`src/rtl/datapath_control_pipe.sv`:
```
// Elastic register pipeline carrying the decoded control->datapath bundle.
// Each stage holds one entry plus a valid bit. A combinational ready chain lets
// entries advance into bubbles. An incoming entry's sources are compared against
// the destinations of every valid in-flight writer to flag RAW hazards.
module datapath_control_pipe #(
    parameter int DEPTH        = 2,
    parameter int REG_ADDR_W   = 5,
    parameter int PAYLOAD_W    = 128,
    parameter int HAZARD_STALL = 1
) (
    input  logic                  clk,
    input  logic                  rst,
    input  logic                  flush,
    input  logic                  in_valid,
    output logic                  in_ready,
    input  logic [REG_ADDR_W-1:0] in_rs1,
    input  logic [REG_ADDR_W-1:0] in_rs2,
    input  logic [REG_ADDR_W-1:0] in_rd,
    input  logic                  in_regfile_we,
    input  logic [PAYLOAD_W-1:0]  in_payload,
    output logic                  out_valid,
    input  logic                  out_ready,
    output logic [REG_ADDR_W-1:0] out_rs1,
    output logic [REG_ADDR_W-1:0] out_rs2,
    output logic [REG_ADDR_W-1:0] out_rd,
    output logic                  out_regfile_we,
    output logic [PAYLOAD_W-1:0]  out_payload,
    output logic                  hazard,
    output logic [3:0]            occupancy
);
    // Packed entry layout, MSB first: {rs1, rs2, rd, regfile_we, payload}
    localparam int ENTRY_W  = 3 * REG_ADDR_W + 1 + PAYLOAD_W;
    localparam int WE_LSB   = PAYLOAD_W;
    localparam int RD_LSB   = PAYLOAD_W + 1;
    localparam int RS2_LSB  = RD_LSB + REG_ADDR_W;
    localparam int RS1_LSB  = RS2_LSB + REG_ADDR_W;
    localparam bit STALL_EN = (HAZARD_STALL != 0);

    logic [DEPTH-1:0]   valid_q;
    logic [DEPTH-1:0]   valid_d;
    logic [ENTRY_W-1:0] data_q [DEPTH];
    logic [ENTRY_W-1:0] data_d [DEPTH];
    logic [3:0]         occupancy_q;
    logic [3:0]         occupancy_d;

    logic [DEPTH:0]     ready_s;
    logic [DEPTH-1:0]   up_valid_s;
    logic [ENTRY_W-1:0] up_data_s [DEPTH];
    logic [ENTRY_W-1:0] in_entry_s;
    logic [ENTRY_W-1:0] out_entry_s;
    logic               hazard_s;
    logic               in_ready_s;
    logic               accept_s;
    logic               out_valid_s;
    logic               emit_s;

    // True when a stage entry is a real writer (we=1, rd!=0) targeting either source
    function automatic logic writer_hits(
        input logic [ENTRY_W-1:0]    entry,
        input logic [REG_ADDR_W-1:0] rs1,
        input logic [REG_ADDR_W-1:0] rs2
    );
        logic [REG_ADDR_W-1:0] rd;
        rd = entry[RD_LSB +: REG_ADDR_W];
        return entry[WE_LSB] & (rd != '0) & ((rd == rs1) | (rd == rs2));
    endfunction

    assign in_entry_s = {in_rs1, in_rs2, in_rd, in_regfile_we, in_payload};

    // Ready chain: a stage can take a new entry if it is empty or its successor can move
    always_comb begin
        ready_s        = '0;
        ready_s[DEPTH] = out_ready;
        for (int i = DEPTH - 1; i >= 0; i--) begin
            ready_s[i] = ~valid_q[i] | ready_s[i+1];
        end
    end

    // Hazard: any valid in-flight writer (including one leaving this cycle) feeding a source
    always_comb begin
        hazard_s = 1'b0;
        for (int i = 0; i < DEPTH; i++) begin
            hazard_s = hazard_s | (valid_q[i] & writer_hits(data_q[i], in_rs1, in_rs2));
        end
        hazard_s = hazard_s & in_valid;
    end

    // Handshake qualification; flush blocks both accept and emit
    always_comb begin
        in_ready_s  = ready_s[0] & ~flush & ~(STALL_EN & hazard_s);
        accept_s    = in_valid & in_ready_s;
        out_valid_s = valid_q[DEPTH-1] & ~flush;
        emit_s      = out_valid_s & out_ready;
        out_entry_s = out_valid_s ? data_q[DEPTH-1] : '0;
    end

    // Upstream source of each stage: the inputs for stage 0, the previous stage otherwise
    always_comb begin
        up_valid_s    = '0;
        up_valid_s[0] = accept_s;
        up_data_s[0]  = in_entry_s;
        for (int i = 1; i < DEPTH; i++) begin
            up_valid_s[i] = valid_q[i-1];
            up_data_s[i]  = data_q[i-1];
        end
    end

    // Next-state: stages advance when ready; flush clears valid bits but keeps data stale
    always_comb begin
        valid_d     = valid_q;
        occupancy_d = occupancy_q;
        for (int i = 0; i < DEPTH; i++) begin
            data_d[i] = data_q[i];
            if (flush) begin
                valid_d[i] = 1'b0;
            end else if (ready_s[i]) begin
                valid_d[i] = up_valid_s[i];
            end else begin
                valid_d[i] = valid_q[i];
            end
            if (ready_s[i] && up_valid_s[i] && !flush) begin
                data_d[i] = up_data_s[i];
            end else begin
                data_d[i] = data_q[i];
            end
        end
        if (flush) begin
            occupancy_d = 4'd0;
        end else begin
            occupancy_d = occupancy_q + {3'b000, accept_s} - {3'b000, emit_s};
        end
    end

    // Stage and occupancy registers with asynchronous reset to an empty, zeroed pipe
    always_ff @(posedge clk or posedge rst) begin
        if (rst) begin
            valid_q     <= '0;
            occupancy_q <= 4'd0;
            for (int i = 0; i < DEPTH; i++) begin
                data_q[i] <= '0;
            end
        end else begin
            valid_q     <= valid_d;
            occupancy_q <= occupancy_d;
            for (int i = 0; i < DEPTH; i++) begin
                data_q[i] <= data_d[i];
            end
        end
    end

    assign in_ready       = in_ready_s;
    assign hazard         = hazard_s;
    assign occupancy      = occupancy_q;
    assign out_valid      = out_valid_s;
    assign out_rs1        = out_entry_s[RS1_LSB +: REG_ADDR_W];
    assign out_rs2        = out_entry_s[RS2_LSB +: REG_ADDR_W];
    assign out_rd         = out_entry_s[RD_LSB +: REG_ADDR_W];
    assign out_regfile_we = out_entry_s[WE_LSB];
    assign out_payload    = out_entry_s[PAYLOAD_W-1:0];

endmodule

```
`config.mk`:
```
export PLATFORM = sky130hd
export DESIGN_NAME = datapath_control_pipe
export DESIGN_NICKNAME = d
export VERILOG_FILES = /design/src/rtl/datapath_control_pipe.sv
export SDC_FILE = /design/constraint.sdc
export NUM_CORES = 1
export LEC_CHECK = 0
export ABC_AREA = 1
export BUFFER_PORTS_ARGS = -buffer_cell sky130_fd_sc_hd__buf_4
export CAP_MARGIN = 25
export CORE_MARGIN = 4
export CORE_UTILIZATION = 49
export DETAILED_ROUTE_END_ITERATION = 6
export PLACE_DENSITY = 0.82
export SKIP_CTS_REPAIR_TIMING = 1
export SLEW_MARGIN = 40
export SYNTH_ARGS = -nofsm -noshare
export SYNTH_HDL_FRONTEND = slang
export SYNTH_SLANG_ARGS = --single-unit
```
`constraint.sdc`:
```
create_clock -name clk -period 10.8 [get_ports clk]
set_input_delay 2.16 -clock clk [delete_from_list [all_inputs] [get_ports clk]]
set_output_delay 2.16 -clock clk [all_outputs]
set_load 0.005 [all_outputs]
```
==> results of run 1 <==
[logic make-up (layout without fill, tap and decap cells)]
family	after synthesis	count (layout)	synth area share
xor+xnor	8	8	0.00543
flops	294	294	0.571
other cells	0	1	0
fa+ha+maj	5	5	0.00543
simple gates	801	801	0.262
buf+inv	286	543	0.0986
compound gates	148	148	0.0576
[through the flow]
stage | total power (W) | cell area (um^2) | util | hold WS [ns] | setup WS (ns)
2_1_floorplan | 0.00171 | 12900 | - | 0.450 | 0.521
5_1_grt | 0.00318 | 16200 | 0.624 | 0.494 | 4.67
6_report | 0.00302 | 16200 | 0.624 | 0.476 | 4.81
3_3_place_gp | 0.00186 | 15100 | 0.579 | 0.462 | 4.66
3_5_place_dp | 0.00189 | 15100 | 0.581 | 0.466 | 4.87
4_1_cts | 0.00304 | 16200 | 0.623 | 0.483 | 4.85
[layout make-up]
| type | count | area (um^2) |
|---|---|---|
| clock inverters | 18 | 254 |
| flip-flops and latches | 294 | 7360 |
| fillers | 2213 | 9770 |
| well taps | 335 | 419 |
| diodes | 1 | 2.50 |
| repair buffers | 311 | 2380 |
| inverters | 176 | 676 |
| multi-input cells | 962 | 4280 |
| clock buffers | 38 | 852 |
[report_power, final]
group | internal, W | total (W) | switching [W] | leakage (nW)
Clock | 0.000702 | 0.00114 | 0.000441 | 0.549
Combinational | 0.000191 | 0.000486 | 0.000295 | 5.06
Sequential | 0.00130 | 0.00139 | 0.0000841 | 3.47
[synthesized netlist by cell type]
cell type / count
fa_1: 1
nor2_1: 304
nand3_1: 9
xnor2_1: 6
clkbuf_1: 42
dfrtp_1: 294
nand2_1: 341
nor3_1: 2
buf_6: 17
nand4_1: 145
buf_2: 41
buf_1: 5
inv_2: 10
o21ai_0: 7
buf_4: 5
inv_1: 166
ha_1: 4
a21oi_1: 140
a21o_1: 1
xor2_1: 2
[metal layers]
| layer | track usage | share of wire | up-vias |
|---|---|---|---|
| met3 | 0.0537 | 0.087 | 77 |
| met2 | 0.390 | 0.48 | 461 |
| met4 | 0.0767 | 0.030 | 0 |
| met1 | 0.306 | 0.40 | 5346 |
| met5 | 0 | 0 | - |
| li1 | - | - | 5325 |
[flip-flops by register name, summed over array words and instances, names as in the netlist]
signal / cells
data_q: 288
valid_q: 2
occupancy: 4
[worst register-to-register path: stages (launching register included)]
cell and delay [ns]:
dfrtp_1 0.37, inv_1 0.06, nor2_1 0.12, nand2_1 0.08
nand2_1 0.15, inv_4 0.22, nand4_1 0.27, buf_4 0.54
buf_6 0.67, o21ai_0 0.32
[final timing paths]
kind                                  start           to  slack [ns]
min in group asynchronous               rst   data_q[34]        1.74
worst max-delay path                  flush   out_rs2[3]        4.81
max in group asynchronous               rst  data_q[131]        7.85
worst min register to register  data_q[253]  data_q[253]        0.48
worst min-delay path            data_q[253]  data_q[253]        0.48
worst max register to register   valid_q[1]   valid_q[0]        7.84
==> run summary, run 1 <==
DR WL/cell: 16.4 um
Max-cap violations: 0
Die Ht: 170 um
Synth area leader: dfrtp_1
Hold path depth: 2
Placed Cells: 2077
Synth cell types: 20
Port Buffers: 299
Row Count: 59
Sinks on Clock Net: 294
TritonCTS clock tree: done
Final #Nets: 1929
DR vias: 11200
Routability cong.: 0.811
Share of layout cells above drive strength 1: 0.210
Area of the die: 29000 um^2
CORE AREA: 26000 um^2
Maximum fanout along the worst path: 96
Antenna violations before repair: 0
# IOs: 300
WP data arrival: 3.83 ns
Critical path class: in2out
Setup Viol. Count Final: 0
Largest net degree at the start of global routing: 112
Worst Path Buf+Inv: 4
Worst Reg2Reg Path Length in Cells: 9
Crit path capture type: output pin
RSZ-0062 raised after global routing: false
Commonest non-fill, non-tap cell in the layout: nand2_1
Minimum clock period: 5.99 ns
TritonCTS Buffers: 30
Top cell family by delay on the critical path: buffers and inverters
Leak pwr: 9.08 nW
Gr usage total: 0.234
Iter 0 DRT Violations: 939
Area share of the largest cell type after synthesis: 0.571
Detail Route Antenna Nets: 0
Max-slew violation count: 0
Synthesized net count: 1696
Max Freq: 167 MHz
Vias/cell: 5.25
First-pass GRT wire length: 55800 um
Clk root buf: clkbuf_16
Area grow syn2layout: 25.8%
CTS H-Tree Depth: 1
Power per cell area: 186 nW/um^2
CTS max path bufs: 3
Number of global-route vias before repair: 11200
Register bit total from synthesis: 294
Tightest Pin Transition: 0.826 ns
Worst path depth: 6
Outcome: complete, no violations
VDD IR max: 0.000119 V
Synth Area per Inst: 8.36 um^2
Commonest cells after routing, fill and taps aside: nand2_1, nor2_1, buf_4
Slowest Stage Delay on Critical Path: 0.61 ns
Die X: 170 um
Crit-path cells: buf_4 > nor2_1 > inv_4 > buf_6 > nor2_1 > buf_4
Slew margin rel.: 0.449
DRC: 0
Synthesized area: 12900 um^2
Synth Instances: 1542
Setup_tns: 0 ns
Critical-path top delay cell: buf_6
Worst Path Required: 8.64 ns
Grt total ovfl: 0
Endpoints failing hold: 0
Clock Latency Late Sink: 0.55 ns
Post-synthesis sequential area ratio: 0.571
Post-Route WL: 35000 um
Synth Warn #: 0
Clk_skew: 0.0132 ns
CP Launch Type: input pin
Reg clk slew, reported paths: 0.06 ns
Post-DP HPWL: 21900 um
Drt pass-1 iters: 5
Initial Util: 0.496
Final worst path period share: 0.554
Worst Hold Class: reg2reg
Dominant cells by area after synthesis: dfrtp_1, nand2_1, nor2_1, nand4_1, a21oi_1
Final Instance Count excl. Fillers: 2135
(Power assumes the default switching activity.)
==> run 2: changes to the inputs <==
--- a/config.mk
+++ b/config.mk
@@ -9,9 +9,9 @@
 export BUFFER_PORTS_ARGS = -buffer_cell sky130_fd_sc_hd__buf_4
 export CAP_MARGIN = 25
 export CORE_MARGIN = 4
-export CORE_UTILIZATION = 49
+export CORE_UTILIZATION = 54
 export DETAILED_ROUTE_END_ITERATION = 6
-export PLACE_DENSITY = 0.82
+export PLACE_DENSITY = 0.85
 export SKIP_CTS_REPAIR_TIMING = 1
 export SLEW_MARGIN = 40
 export SYNTH_ARGS = -nofsm -noshare
==> constraint.sdc (replaced) <==
create_clock -name clk -period 5.7 [get_ports clk]
set_input_delay 1.14 -clock clk [delete_from_list [all_inputs] [get_ports clk]]
set_output_delay 1.14 -clock clk [all_outputs]
set_load 0.005 [all_outputs]
==> run 2 against run 1 <==
  * Wire length is 2.6% lower
  * Via count is 0.95% higher
  * Clock power is 69% higher
  * Sequential share of layout area is 0.30 points higher
  * Sequential power is 90% higher
  * Cell area is 0.65% lower
  * Largest power group unchanged
  * Count of clock-buffer cells in the layout stayed put
  * Largest cell class unchanged
  * Setup slack worse by 3.1 ns
  * Non-clock buffer count is 3 higher
  * Global-route usage is 1.9 points higher
  * Die area is 8.8% lower
==> run summary, run 2 (same netlist as run 1, synthesis figures left out) <==
Outcome: complete, no violations
Vias/cell: 5.35
Final WS setup: 1.73 ns
Area of the die: 26400 um^2
Row Count: 56
Comb power frac: 0.168
Number of global-route vias before repair: 11300
Maximum fanout along the worst path: 72
Setup_tns: 0 ns
# IOs: 300
Hold slack: 0.478 ns
Commonest cells after routing, fill and taps aside: nand2_1, buf_4, nor2_1
Iter 0 DRT Violations: 906
Max-cap violations: 0
Multi-input gate area: 4280 um^2
Slowest Stage Delay on Critical Path: 0.55 ns
Largest net degree at the start of global routing: 139
DRC: 0
Psw: 0.00149 W
WP data arrival: 2.83 ns
Die X: 163 um
CP Launch Type: input pin
Grt total ovfl: 0
Post-Route WL: 34100 um
Setup Viol. Count Final: 0
Initial Util: 0.549
Port Buffers: 299
Clk root buf: clkbuf_16
Reg-to-reg endpoint: data_q[235]
TritonCTS Buffers: 29
CORE AREA: 23500 um^2
Clock Latency Late Sink: 0.53 ns
Share of layout cells above drive strength 1: 0.206
Max-slew violation count: 0
DR WL/cell: 16.1 um
Post-DP HPWL: 22000 um
Max reg flops: 288
Crit-path cells: buf_4 > nand2_1 > inv_1 > nor2_1 > nor2_1 > nand3_1 > nand2_1 > nand2_1 > nand2_1 > inv_4 > nor2_1 > nor2_1 > buf_4
Worst R2R Start: data_q[131]
Endpoints failing hold: 0
Clk_skew: 0.0121 ns
CTS max path bufs: 3
Flop-to-flop setup slack: 2.77 ns
Critical path class: in2out
Reg area: 7360 um^2
Final instance area: 16100 um^2
Sinks on Clock Net: 294
Max Freq: 252 MHz
Flop pwr share: 0.480
Antenna violations before repair: 0
Post-layout util: 0.686
Minimum clock period: 3.97 ns
Largest register by flop count: data_q
First-pass GRT wire length: 55200 um
Share of total power in the clock network: 0.352
Tightest Pin Transition: 0.812 ns
P_int: 0.00400 W
Reg clk slew, reported paths: 0.06 ns
Final #Nets: 1931
Detail Route Antenna Nets: 0
Drt pass-1 iters: 5
Final worst path period share: 0.697
Diodes inserted: 0
Crit path capture type: output pin
Switching share of power: 0.271
FILL cells: 1793
VDD IR max: 0.000246 V
RSZ-0062 raised after global routing: false
Worst Hold Class: reg2reg
Worst Reg2Reg Path Length in Cells: 10
Leak pwr: 9.03 nW
Setup crit start: in_rs2[0]
Area grow syn2layout: 24.9%
Routability cong.: 0.873
Worst Path Required: 4.56 ns
CTS H-Tree Depth: 1
Pre-CTS setup slack: 1.77 ns
DR vias: 11300
Slew margin rel.: 0.459
Commonest non-fill, non-tap cell in the layout: nand2_1
Area after DPL: 15100 um^2
Critical-path top delay cell: inv_4
Gr usage total: 0.253
Die Ht: 163 um
TritonCTS clock tree: done
Power per cell area: 341 nW/um^2
Crit path to: in_ready
## run 2: changes by cell type in the layout (fill, tap and decap cells not counted), moves of 2 or more
| cell | delta |
|---|---|
| buf_6 | -5 |
| buf_4 | +4 |
| clkinv_2 | -4 |
| buf_12 | +3 |
| clkbuf_1 | +3 |
| bufinv_16 | -2 |
| clkbuf_16 | -2 |
| clkinvlp_4 | +2 |
## run 2: worst min-delay path by stage
stage,from,endpoint,slack [ns],cells after the start
floorplan,data_q[144],data_q[144],0.45,2
global placement,data_q[183],data_q[183],0.46,2
detailed placement,data_q[243],data_q[243],0.47,2
CTS,data_q[250],data_q[250],0.48,2
global route,data_q[236],data_q[236],0.49,2
finish,data_q[178],data_q[178],0.48,2
## run 2: power groups by stage
| stage | clock (W) | combinational [W] | sequential, W |
|---|---|---|---|
| after global placement | 0 | 0.000871 | 0.00265 |
| after detailed placement | 0 | 0.000914 | 0.00267 |
| after CTS | 0.00197 | 0.000925 | 0.00264 |
| after floorplan | 0 | 0.000604 | 0.00263 |
| after global routing | 0.00205 | 0.00105 | 0.00268 |
| final | 0.00193 | 0.000921 | 0.00264 |
## run 2: area by class of cell
type	count	share of cell area
Sequential cell	294	0.457
Multi-Input combinational cell	962	0.266
Clock inverter	11	0.0102
Tap cell	319	0.0248
Timing Repair Buffer	314	0.151
Clock buffer	38	0.0496
Inverter	176	0.0419
## run 2: worst max-delay path, delay by kind of cell
family                 cells  cell delay [ns]
buffers and inverters      4             0.85
and+or+nand+nor            9             0.82
## run 2: routing by layer
metal	vias to the layer above	GRT usage	share of wire
li1	5318	-	-
met1	5412	0.335	0.40
met2	503	0.414	0.48
met3	82	0.0580	0.084
met4	0	0.0930	0.035
met5	-	0	0
## run 2: stage by stage
step	cells	power [W]
global route	2114	0.00578
global placement	2062	0.00352
finish	2114	0.00549
detailed placement	2064	0.00358
floorplan	1542	0.00323
CTS	2113	0.00553
